`src/rtl/dmem_byte_sequencer_if.sv`:
```
// ----------------------------------------------------------------------------
// dmem_byte_sequencer_if
//
// Request/response bus between the pipeline MEM stage (master) and the
// byte sequencer (slave).
//
// Signals:
//   req_valid   master->slave  request strobe, held until accepted
//   req_write   master->slave  1 = store, 0 = load
//   req_funct3  master->slave  RV64 funct3 size/sign code
//   req_addr    master->slave  byte address of the least-significant byte
//   req_wdata   master->slave  store data (low bytes used)
//   busy        slave->master  sequencer not idle; stall the pipeline
//   done        slave->master  one-cycle completion pulse
//   err         slave->master  access illegal / out of range (valid with done)
//   rdata       slave->master  extended load result
// ----------------------------------------------------------------------------
interface dmem_byte_sequencer_if #(
    parameter int ADDR_W = 64
) ();
    logic              req_valid;
    logic              req_write;
    logic [2:0]        req_funct3;
    logic [ADDR_W-1:0] req_addr;
    logic [63:0]       req_wdata;
    logic              busy;
    logic              done;
    logic              err;
    logic [63:0]       rdata;

    modport master (
        output req_valid, req_write, req_funct3, req_addr, req_wdata,
        input  busy, done, err, rdata
    );

    modport slave (
        input  req_valid, req_write, req_funct3, req_addr, req_wdata,
        output busy, done, err, rdata
    );
endinterface

```
`src/rtl/dmem_byte_sequencer.sv`:
```
// ----------------------------------------------------------------------------
// dmem_byte_sequencer
//
// Converts one RV64 load/store request into a little-endian sequence of
// single-byte memory cycles (one byte per clock) against a byte-wide memory
// with combinational read and posedge write. Handles sizing, sign/zero
// extension and bounds checking; busy stalls the pipeline until done.
//
// Ports:
//   clk        clock, all state updates on posedge
//   reset      asynchronous active-low reset
//   req        request/response bus (slave side)
//   mem_addr   byte address to the memory
//   mem_wdata  byte to write
//   mem_we     byte write enable
//   mem_re     byte read enable
//   mem_rdata  byte read from memory (combinational from mem_addr)
// ----------------------------------------------------------------------------
module dmem_byte_sequencer #(
    parameter int MEM_BYTES = 64,
    parameter int ADDR_W    = 64
) (
    input  logic                  clk,
    input  logic                  reset,
    dmem_byte_sequencer_if.slave  req,
    output logic [ADDR_W-1:0]     mem_addr,
    output logic [7:0]            mem_wdata,
    output logic                  mem_we,
    output logic                  mem_re,
    input  logic [7:0]            mem_rdata
);

    localparam logic [ADDR_W-1:0] MEM_LIMIT = ADDR_W'(MEM_BYTES);

    typedef enum logic [1:0] {IDLE, ACCESS, DONE} state_t;

    state_t            state;
    logic              write_q;
    logic [2:0]        funct3_q;
    logic [ADDR_W-1:0] addr_q;
    logic [63:0]       wdata_q;
    logic [63:0]       buf_q;
    logic [2:0]        k;
    logic [2:0]        last_k;
    logic              busy_q;
    logic              done_q;
    logic              err_q;
    logic [63:0]       rdata_q;

    logic [3:0]        size_n;
    logic [2:0]        last_n;
    logic [ADDR_W-1:0] size_a;
    logic              out_of_range;
    logic              illegal;
    logic [2:0]        k_next;
    logic [63:0]       buf_next;

    assign req.busy  = busy_q;
    assign req.done  = done_q;
    assign req.err   = err_q;
    assign req.rdata = rdata_q;

    // Sign/zero extension of the assembled little-endian load value.
    function automatic logic [63:0] extend(input logic [2:0] f3, input logic [63:0] raw);
        logic [63:0] r;
        case (f3)
            3'b000:  r = {{56{raw[7]}},  raw[7:0]};
            3'b001:  r = {{48{raw[15]}}, raw[15:0]};
            3'b010:  r = {{32{raw[31]}}, raw[31:0]};
            3'b100:  r = {56'd0, raw[7:0]};
            3'b101:  r = {48'd0, raw[15:0]};
            3'b110:  r = {32'd0, raw[31:0]};
            default: r = raw;
        endcase
        return r;
    endfunction

    always_comb begin
        size_n = 4'd1;
        last_n = 3'd0;
        case (req.req_funct3[1:0])
            2'b00: begin size_n = 4'd1; last_n = 3'd0; end
            2'b01: begin size_n = 4'd2; last_n = 3'd1; end
            2'b10: begin size_n = 4'd4; last_n = 3'd3; end
            default: begin size_n = 4'd8; last_n = 3'd7; end
        endcase
        size_a = ADDR_W'(size_n);
        // Written as N > LIMIT - addr so addr + N can never overflow; the
        // subtraction is only meaningful when addr < LIMIT, which the first
        // term guarantees.
        out_of_range = (req.req_addr >= MEM_LIMIT) || (size_a > (MEM_LIMIT - req.req_addr));
        illegal = (req.req_funct3 == 3'b111) ||
                  (req.req_write && req.req_funct3[2]) ||
                  out_of_range;
        k_next = k + 3'd1;
        // Buffer including the byte being read this cycle, so the final byte
        // is available for extension at the same edge it is captured.
        buf_next = buf_q;
        buf_next[{k, 3'b000} +: 8] = mem_rdata;
    end

    always_ff @(posedge clk or negedge reset) begin
        if (!reset) begin
            state     <= IDLE;
            write_q   <= 1'b0;
            funct3_q  <= 3'd0;
            addr_q    <= '0;
            wdata_q   <= '0;
            buf_q     <= '0;
            k         <= 3'd0;
            last_k    <= 3'd0;
            busy_q    <= 1'b0;
            done_q    <= 1'b0;
            err_q     <= 1'b0;
            rdata_q   <= '0;
            mem_addr  <= '0;
            mem_wdata <= 8'd0;
            mem_we    <= 1'b0;
            mem_re    <= 1'b0;
        end else begin
            case (state)
                IDLE: begin
                    done_q <= 1'b0;
                    err_q  <= 1'b0;
                    if (req.req_valid) begin
                        write_q  <= req.req_write;
                        funct3_q <= req.req_funct3;
                        addr_q   <= req.req_addr;
                        wdata_q  <= req.req_wdata;
                        buf_q    <= '0;
                        k        <= 3'd0;
                        last_k   <= last_n;
                        busy_q   <= 1'b1;
                        if (illegal) begin
                            // No memory cycles; report immediately.
                            state  <= DONE;
                            done_q <= 1'b1;
                            err_q  <= 1'b1;
                            if (!req.req_write) begin
                                rdata_q <= '0;
                            end
                        end else begin
                            // Present byte 0 during the first ACCESS cycle.
                            state     <= ACCESS;
                            mem_addr  <= req.req_addr;
                            mem_wdata <= req.req_wdata[7:0];
                            mem_we    <= req.req_write;
                            mem_re    <= !req.req_write;
                        end
                    end
                end

                ACCESS: begin
                    if (!write_q) begin
                        buf_q <= buf_next;
                    end
                    if (k == last_k) begin
                        state  <= DONE;
                        mem_we <= 1'b0;
                        mem_re <= 1'b0;
                        done_q <= 1'b1;
                        err_q  <= 1'b0;
                        if (!write_q) begin
                            rdata_q <= extend(funct3_q, buf_next);
                        end
                    end else begin
                        k         <= k_next;
                        mem_addr  <= addr_q + ADDR_W'(k_next);
                        mem_wdata <= wdata_q[{k_next, 3'b000} +: 8];
                    end
                end

                DONE: begin
                    state  <= IDLE;
                    busy_q <= 1'b0;
                    done_q <= 1'b0;
                    err_q  <= 1'b0;
                end

                default: begin
                    state  <= IDLE;
                    busy_q <= 1'b0;
                    done_q <= 1'b0;
                    err_q  <= 1'b0;
                    mem_we <= 1'b0;
                    mem_re <= 1'b0;
                end
            endcase
        end
    end

endmodule

```
`src/flat_wrapper.sv`:
```
// flat-port wrapper written by rule: the top's interface ports become plain ports
module dmem_byte_sequencer_flat 
#(
    parameter int MEM_BYTES = 64,
    parameter int ADDR_W    = 64
)
  (clk, reset, mem_addr, mem_wdata, mem_we, mem_re, mem_rdata, req_req_valid, req_req_write, req_req_funct3, req_req_addr, req_req_wdata, req_busy, req_done, req_err, req_rdata);
  dmem_byte_sequencer_if #(.ADDR_W(ADDR_W)) req_i ();
  input  logic clk;
  input  logic reset;
  output logic [ADDR_W-1:0] mem_addr;
  output logic [7:0] mem_wdata;
  output logic mem_we;
  output logic mem_re;
  input  logic [7:0] mem_rdata;
  input wire logic [$bits(req_i.req_valid)-1:0] req_req_valid;
  input wire logic [$bits(req_i.req_write)-1:0] req_req_write;
  input wire logic [$bits(req_i.req_funct3)-1:0] req_req_funct3;
  input wire logic [$bits(req_i.req_addr)-1:0] req_req_addr;
  input wire logic [$bits(req_i.req_wdata)-1:0] req_req_wdata;
  output wire logic [$bits(req_i.busy)-1:0] req_busy;
  output wire logic [$bits(req_i.done)-1:0] req_done;
  output wire logic [$bits(req_i.err)-1:0] req_err;
  output wire logic [$bits(req_i.rdata)-1:0] req_rdata;
  assign req_i.req_valid = req_req_valid;
  assign req_i.req_write = req_req_write;
  assign req_i.req_funct3 = req_req_funct3;
  assign req_i.req_addr = req_req_addr;
  assign req_i.req_wdata = req_req_wdata;
  assign req_busy = req_i.busy;
  assign req_done = req_i.done;
  assign req_err = req_i.err;
  assign req_rdata = req_i.rdata;
  dmem_byte_sequencer #(.MEM_BYTES(MEM_BYTES), .ADDR_W(ADDR_W)) u_core (.clk(clk), .reset(reset), .req(req_i), .mem_addr(mem_addr), .mem_wdata(mem_wdata), .mem_we(mem_we), .mem_re(mem_re), .mem_rdata(mem_rdata));
endmodule
```
`config.mk`:
```
export PLATFORM = sky130hd
export DESIGN_NAME = dmem_byte_sequencer_flat
export DESIGN_NICKNAME = d
export VERILOG_FILES = /design/src/rtl/dmem_byte_sequencer_if.sv /design/src/rtl/dmem_byte_sequencer.sv /design/src/flat_wrapper.sv
export SDC_FILE = /design/constraint.sdc
export NUM_CORES = 1
export LEC_CHECK = 0
export CAP_MARGIN = 25
export CORE_ASPECT_RATIO = 0.9
export CORE_MARGIN = 2
export CORE_UTILIZATION = 56
export CTS_BUF_LIST = sky130_fd_sc_hd__clkbuf_4
export CTS_CLUSTER_DIAMETER = 30
export DETAILED_ROUTE_END_ITERATION = 7
export GPL_TIMING_DRIVEN = 0
export PLACE_DENSITY = 0.81
export SYNTH_ARGS = -nofsm -noshare
export SYNTH_HDL_FRONTEND = slang
export SYNTH_SLANG_ARGS = --single-unit
```
`constraint.sdc`:
```
create_clock -name clk -period 4.8 [get_ports clk]
set_clock_uncertainty 0.1 [all_clocks]
set_input_delay 0.48 -clock clk [delete_from_list [all_inputs] [get_ports clk]]
set_output_delay 0.48 -clock clk [all_outputs]
set_load 0.01 [all_outputs]
```
==> summary.txt <==
Outcome
  • Status: finished clean

Logic synthesis
  • Ranking of synthesized cells by area: dfrtp_1, nand2_1, o21ai_0
  • Synth top area share: between 40% and 50%
  • Syn_nets: around 2200
  • Multiplexer share of the synthesized area: between 4 and 5%
  • Compound-cell area share of the yosys netlist: about 12%
  • Fraction of registers with async set/reset: 100%
  • Post-synthesis sequential area ratio: 48.4%
  • Syn_area_per_cell: 8.76 um^2
  • Cell accounting for the most synthesized area: dfrtp_1
  • Most frequent cell after synthesis: nand2_1
  • Synth Area in XOR/XNOR: about 4.3%
  • Simple-Gate Fraction of Synth Area: 26.0%
  • Syn Inst Count: roughly 2000
  • Post-synthesis adder-cell area fraction: just over 1%
  • Most used DFF post-synth: dfrtp_1
  • Unique masters post-synth: 66
  • Number of synthesized flops with an enable pin: 0
  • Yosys reg bits: 345
  • Largest family of logic cells by synthesized area: simple AND/OR/NAND/NOR gates
  • Synthesized area: roughly 18000 um^2
  • Yosys warns: 0
  • Commonest cells post-synth: nand2_1, dfrtp_1, o21ai_0, nor3_1, clkbuf_1

STA
  • Final setup fails: 0
  • RSZ-0062 raised after global routing: no
  • Tmin final: between 4000 and 5000 ps
  • Final Hold Viols: 0
  • Slew Limit Fails: 0
  • FMAX: about 0.22 GHz
  • Setup TNS: 0 ps
  • Slew HR: 28.6%
  • Worst slew pin tran: about 1100 ps
  • Fin crit share: 94.6%

Floorplanning
  • Die area: 33300 um^2
  • Die Ht: between 150 and 200 um
  • Core area: ~31000 um^2
  • Initial Util: 57.3%
  • Die Span X: between 150 and 200 um
  • Ports: approximately 280
  • Placement Rows: 61

Run
  • Max Cap Viol: 0

Cells and area
  • Post-layout util: 72.5%
  • Layout cells sized above 1: 8.86%
  • Layout Nets: 2576
  • Area Growth Syn to Fin: 26.6%

Drt
  • DRT Pass-1 Iters: 5
  • WL/cell: 19.8 um
  • Routed wire length: 57300 um
  • Antenna viol nets, final: 0
  • Drt drc: 0
  • Via count: between 15000 and 20000
  • Starting DRT DRC Count: 1649
  • Via/cell ratio: 5.90

Global routing
  • Vias in the first global route: between 15000 and 20000
  • Initial antenna violation count: 8
  • Largest net degree at the start of global routing: 119
  • Total GRT Usage: 34.9%
  • Global-route wire length before repair: ~91000 um
  • Grt ovf: 0

Worst setup path
  • Startpoint types: primary input
  • Setup crit start: req_req_addr[11]
  • Worst r2r src: u_core.k[1]
  • Worst setup EP type: flop
  • Critical path arrival: around 5000 ps
  • Worst Reg-to-Reg Cells: 15
  • Worst EP required: 5300 ps
  • WS Path Type: in -> reg
  • Crit path to: u_core.mem_addr[4]
  • R2r endpoint: u_core.mem_addr[46]
  • FF-to-FF setup slack: approximately 350 ps
  • CP Max Fanout: 10

Power and ir drop
  • Power Density: a little under 300 nW/um^2
  • Final Power: approximately 6600 uW
  • Peak supply drop: approximately 0.21 mV
  • Leakage: 0.0103 uW

Placement
  • GP Congestion: roughly 0.96
  • Detailed placement HPWL: 42200 um
  • Port Buffers: 274

Clock tree
  • Clock Tree Buf Depth: 3
  • CTS clk-pin slew, worst paths: 70 ps
  • Total CTS buffers: 91
  • Clock tree from TritonCTS: yes
  • Clk sinks: 345
  • Clock Latency Late Sink: ~760 ps
  • Htree depth: 3
  • Root buf cell: clkbuf_4

Worst hold path
  • Worst min-delay path class: in -> reg
## critical path, cell delays in order
cell and delay, ps:
dlygate4sd3_1 530, buf_2 200, nor4_4 520, nand4_1 320
nor4_4 600, and2_1 200, buf_2 180, a21oi_1 80
or3_1 430, nor4_2 300, nand4_2 270, a31oi_4 230
buf_12 170, buf_6 170, mux2_1 340
## cells by family after synthesis
logic type | count (synthesis)
xor+xnor | 88
simple gates | 1030
buf+inv | 136
compound gates | 360
fa+ha+maj | 14
flops | 345
mux | 63
## metrics by stage
stage	std cells	worst slack (ps)	hold slack (ps)	cell area (um^2)
after CTS	2888	29.6	6.40	22400
after global placement	2719	-11630	354	21100
after detailed placement	2724	-717	254	21200
after global routing	2895	109	57.2	22600
final	2897	260	58.8	22600
after floorplan	2036	516	84.4	17800
## cell type report
class,count,area [um^2]
Timing Repair Buffer,291,3000
Multi-Input combinational cell,1555,8760
Sequential cell,345,8630
Buffer,121,489
Tap cell,409,512
Inverter,14,52.6
Antenna cell,5,12.5
Clock inverter,28,165
Clock buffer,129,968
Fill cell,2431,8550
## placed cells by master (no fill, tap or decap), types with 5 or more instances in the layout
master           instances
o21ai_1                 30
xnor2_1                 36
mux2_2                  13
inv_1                   14
a22o_1                   7
clkbuf_4               129
nand4_1                 23
buf_2                   15
dfrtp_1                345
clkinv_1                22
a21oi_1                 16
a21o_1                  64
nand3b_1                 7
xor2_1                  51
and3_1                  16
dlygate4sd3_1            7
clkdlybuf4s50_1        273
nor4_4                   8
mux2_1                  11
a31oi_1                  8
mux2i_1                 23
nand2_1                594
nor2b_1                 12
ha_1                    12
clkbuf_1                93
nor4_1                  22
nor2_1                  89
nor4b_1                  7
buf_1                   10
nand2b_1                 6
diode_2                  5
and4_1                   5
nand3_1                 90
and2_1                   7
a211oi_1                32
nor3_1                 111
mux4_2                  16
o21ai_0                175
or3_1                    8
## sequential cells by signal, indices dropped and copies added, names as in the netlist
signal / cells
u_core.addr_q: 64
u_core.k: 3
u_core.mem_we: 1
u_core.req.done: 1
u_core.write_q: 1
u_core.buf_q: 64
u_core.mem_wdata: 8
u_core.state: 2
u_core.funct3_q: 3
u_core.wdata_q: 64
u_core.req.busy: 1
u_core.mem_addr: 64
u_core.req.err: 1
u_core.mem_re: 1
u_core.req.rdata: 64
u_core.last_k: 3
## worst min path at each step
| stage | start | end | depth (start not counted) |
|---|---|---|---|
| CTS | req_req_addr[47] | u_core.addr_q[47] | 3 |
| global route | req_req_addr[47] | u_core.addr_q[47] | 3 |
| global placement | u_core.wdata_q[6] | u_core.wdata_q[6] | 2 |
| floorplan | reset | u_core.addr_q[0] | 0 |
| detailed placement | reset | u_core.mem_addr[57] | 1 |
| finish | req_req_addr[47] | u_core.addr_q[47] | 3 |
## what timing repair did
| item | 4_1_cts | 5_1_grt |
|---|---|---|
| gates resized for setup | 4 | 9 |
| pin swaps | 0 | 3 |
| hold buffers | 7 | 0 |
| hold endpoints to repair | 233 | 0 |
| setup buffers | 0 | 5 |
| setup endpoints to repair | 10 | 136 |
## metal layers
metal | vias to the layer above | GRT usage, % | share of wire (%)
li1 | 7859 | - | -
met1 | 8186 | 48.2 | 41
met2 | 912 | 52.1 | 45
met3 | 144 | 9.13 | 10
met4 | 4 | 14.9 | 3.9
met5 | - | 0 | 0.042
## power breakdown
part           leakage [uW]  internal, uW  switching (uW)
logic               0.00501           312             479
clock network      0.000668          1340            1240
registers           0.00458          3060             139
total                0.0103          4710            1860
(Power assumes the default switching activity.)
==> RTL change (same settings) <==
`ADDR_W` is set to 64 in 3 places; all go to 32.
--- a/src/rtl/dmem_byte_sequencer_if.sv
+++ b/src/rtl/dmem_byte_sequencer_if.sv
@@ -16,7 +16,7 @@
 //   rdata       slave->master  extended load result
 // ----------------------------------------------------------------------------
 interface dmem_byte_sequencer_if #(
-    parameter int ADDR_W = 64
+    parameter int ADDR_W = 32
 ) ();
     logic              req_valid;
     logic              req_write;
--- a/src/rtl/dmem_byte_sequencer.sv
+++ b/src/rtl/dmem_byte_sequencer.sv
@@ -18,7 +18,7 @@
 // ----------------------------------------------------------------------------
 module dmem_byte_sequencer #(
     parameter int MEM_BYTES = 64,
-    parameter int ADDR_W    = 64
+    parameter int ADDR_W    = 32
 ) (
     input  logic                  clk,
     input  logic                  reset,
--- a/src/flat_wrapper.sv
+++ b/src/flat_wrapper.sv
@@ -2,7 +2,7 @@
 module dmem_byte_sequencer_flat 
 #(
     parameter int MEM_BYTES = 64,
-    parameter int ADDR_W    = 64
+    parameter int ADDR_W    = 32
 )
   (clk, reset, mem_addr, mem_wdata, mem_we, mem_re, mem_rdata, req_req_valid, req_req_write, req_req_funct3, req_req_addr, req_req_wdata, req_busy, req_done, req_err, req_rdata);
   dmem_byte_sequencer_if #(.ADDR_W(ADDR_W)) req_i ();
Interface: changed (resized mem_addr and req_req_addr); port bits go from 284 to 220. No check against the original RTL was run, so the function may have changed too.
==> RTL change against the original RTL <==
- routed wire length down 29%
- register-to-register slack worse by 0.04 ns
- area after synthesis down 21%
- setup slack better by 0.046 ns
- global-route usage down 3.3 points
- final cell count down 23%
- cell area down 22%
- sequential cell count down 64
- clock power down 18%
- power down 19%
- largest cell class is now registers
- highest routed layer is now met4
==> RTL change: results (changes against the original RTL) <==
Avg Cell Area, Syn=9.157 um2 (+4.5%); antenna violations before repair=1 (-7); DP Wirelength=29,510 um (-30%); top sig layer=met4; complex-gate fraction of the synthesized area=0.1110 (-0.01240); Least-Margin Pin Slew=0.8857 ns (-0.1827 ns); Yosys cell types=62 (-6.1%); largest net degree at the start of global routing=108 (-9.2%); remaining antenna violation count after routing=0 (unchanged); VDD IR max=209.4 uV (+1.4%); Seq. cell area=7032 um2 (-19%); sequential fraction of the synthesis area=0.4990 (+0.01497); port bufs=213 (-22%); Ant. Diodes=1 (-4); post_cts resized=2 (-2); WL met1=17,460 um (-27%); metal2 WL=18,430 um (-28%); Syn Nets=1,662 (-24%); Hold Buf Count CTS=2 (-5); met3 WL=3595 um (-38%); met1 GRT Util=0.4456 (-0.03617); Synth Area in Adders=0.01119 (+0.0009458); Placed Cells=2,099 (-23%); Via Count=12,896 (-25%); GP Congestion=0.9382 (-1.8%); post-synthesis mux area share=0.09047 (+0.04221); first-pass GRT wire length=65,370 um (-28%); share of cells above drive strength 1=0.09076 (+0.002162); Buffers, non-clock=319 (-23%); Post-Route WL=40,890 um (-29%); worst reg-to-reg setup slack=0.31 ns (-0.04 ns); vias in the first global route=12,512 (-26%); area of the multi-input gates=6599 um2 (-25%); Critical Path AT=4.95 ns (-0.09 ns); most area-consuming cells after synthesis=dfrtp_1 (50%), nand2_1 (14%), mux2_1 (3.1%); GRT Total Usage=0.3156 (-0.03304); top post-synthesis cells by count=nand2_1 (520), dfrtp_1 (281), o21ai_0 (82); fin cells=2,227 (-23%); Clock buf/inv share=0.05215 (+0.001975); CTS Buf Count=76 (-16%); status=finished clean; xor/xnor share of the synthesized area=0.02362 (-0.01959); min-delay src=req_req_addr[19]; crit-path max FO=19 (+9); Final nets=1,960 (-24%); Seq Cell Count=281 (-19%); clock buf count=98 (-24%); met2 global-route usage=0.4777 (-0.04326); fillers=1,932 (-21%); Multi-In Gates=1,145 (-26%); cell-internal power=0.003847 W (-18%); initial DRC count=1,315 (-20%); M3 GR Usage=0.05860 (-0.03270); CP Class=reg2reg
==> RTL change: cell types whose count changed after synthesis, sizes merged, moves of 27 or more <==
cell	before	now
a211oi	33	1
o21ai	205	83
xnor2	36	9
nand2	594	520
mux2	24	59
dfrtp	345	281
a22o	7	40
nor3	112	22
a21o	64	18
nor2	90	52
==> RTL change: path summary, 6_finish.rpt <==
path / endpoint
setup / recovery: u_core.req.rdata[34]
hold / removal: u_core.addr_q[19]
setup reg to reg: u_core.req.rdata[34]
hold reg to reg: u_core.wdata_q[16]
max in group asynchronous: u_core.req.rdata[34]
min in group asynchronous: u_core.wdata_q[12]
==> RTL change: power groups by stage <==
stage               registers (W)  logic, W  clock network (W)
floorplan                 0.00260  0.000323                  0
global placement          0.00262  0.000588                  0
detailed placement        0.00262  0.000611                  0
CTS                       0.00258  0.000615            0.00214
global route              0.00260  0.000687            0.00225
finish                    0.00258  0.000620            0.00211
==> RTL change: critical path: stages, from the launching register on <==
cell,delay [ns]
dfrtp_1,0.43
buf_2,0.44
inv_1,0.17
ha_1,0.24
ha_1,0.27
clkbuf_1,0.19
nand3b_1,0.20
nor3_1,0.13
buf_2,0.32
mux2_2,0.42
o211ai_1,0.54
a21oi_1,0.35
clkbuf_1,0.31
a22o_1,0.25
==> RTL change: stage by stage <==
stage                     utilization  hold WS [ns]  setup TNS [ns]  worst slack [ns]  area, um2
after detailed placement       0.6716        0.3582          -20.66           -0.5673      16730
final                          0.7097        0.1079               0            0.3058      17680
after floorplan                     -       0.08441               0            0.6100      14090
after global placement         0.6685        0.3528        -2468.78            -8.758      16650
after CTS                      0.7093       0.04968               0            0.3601      17670
after global routing           0.7097        0.1134               0          0.004130      17680
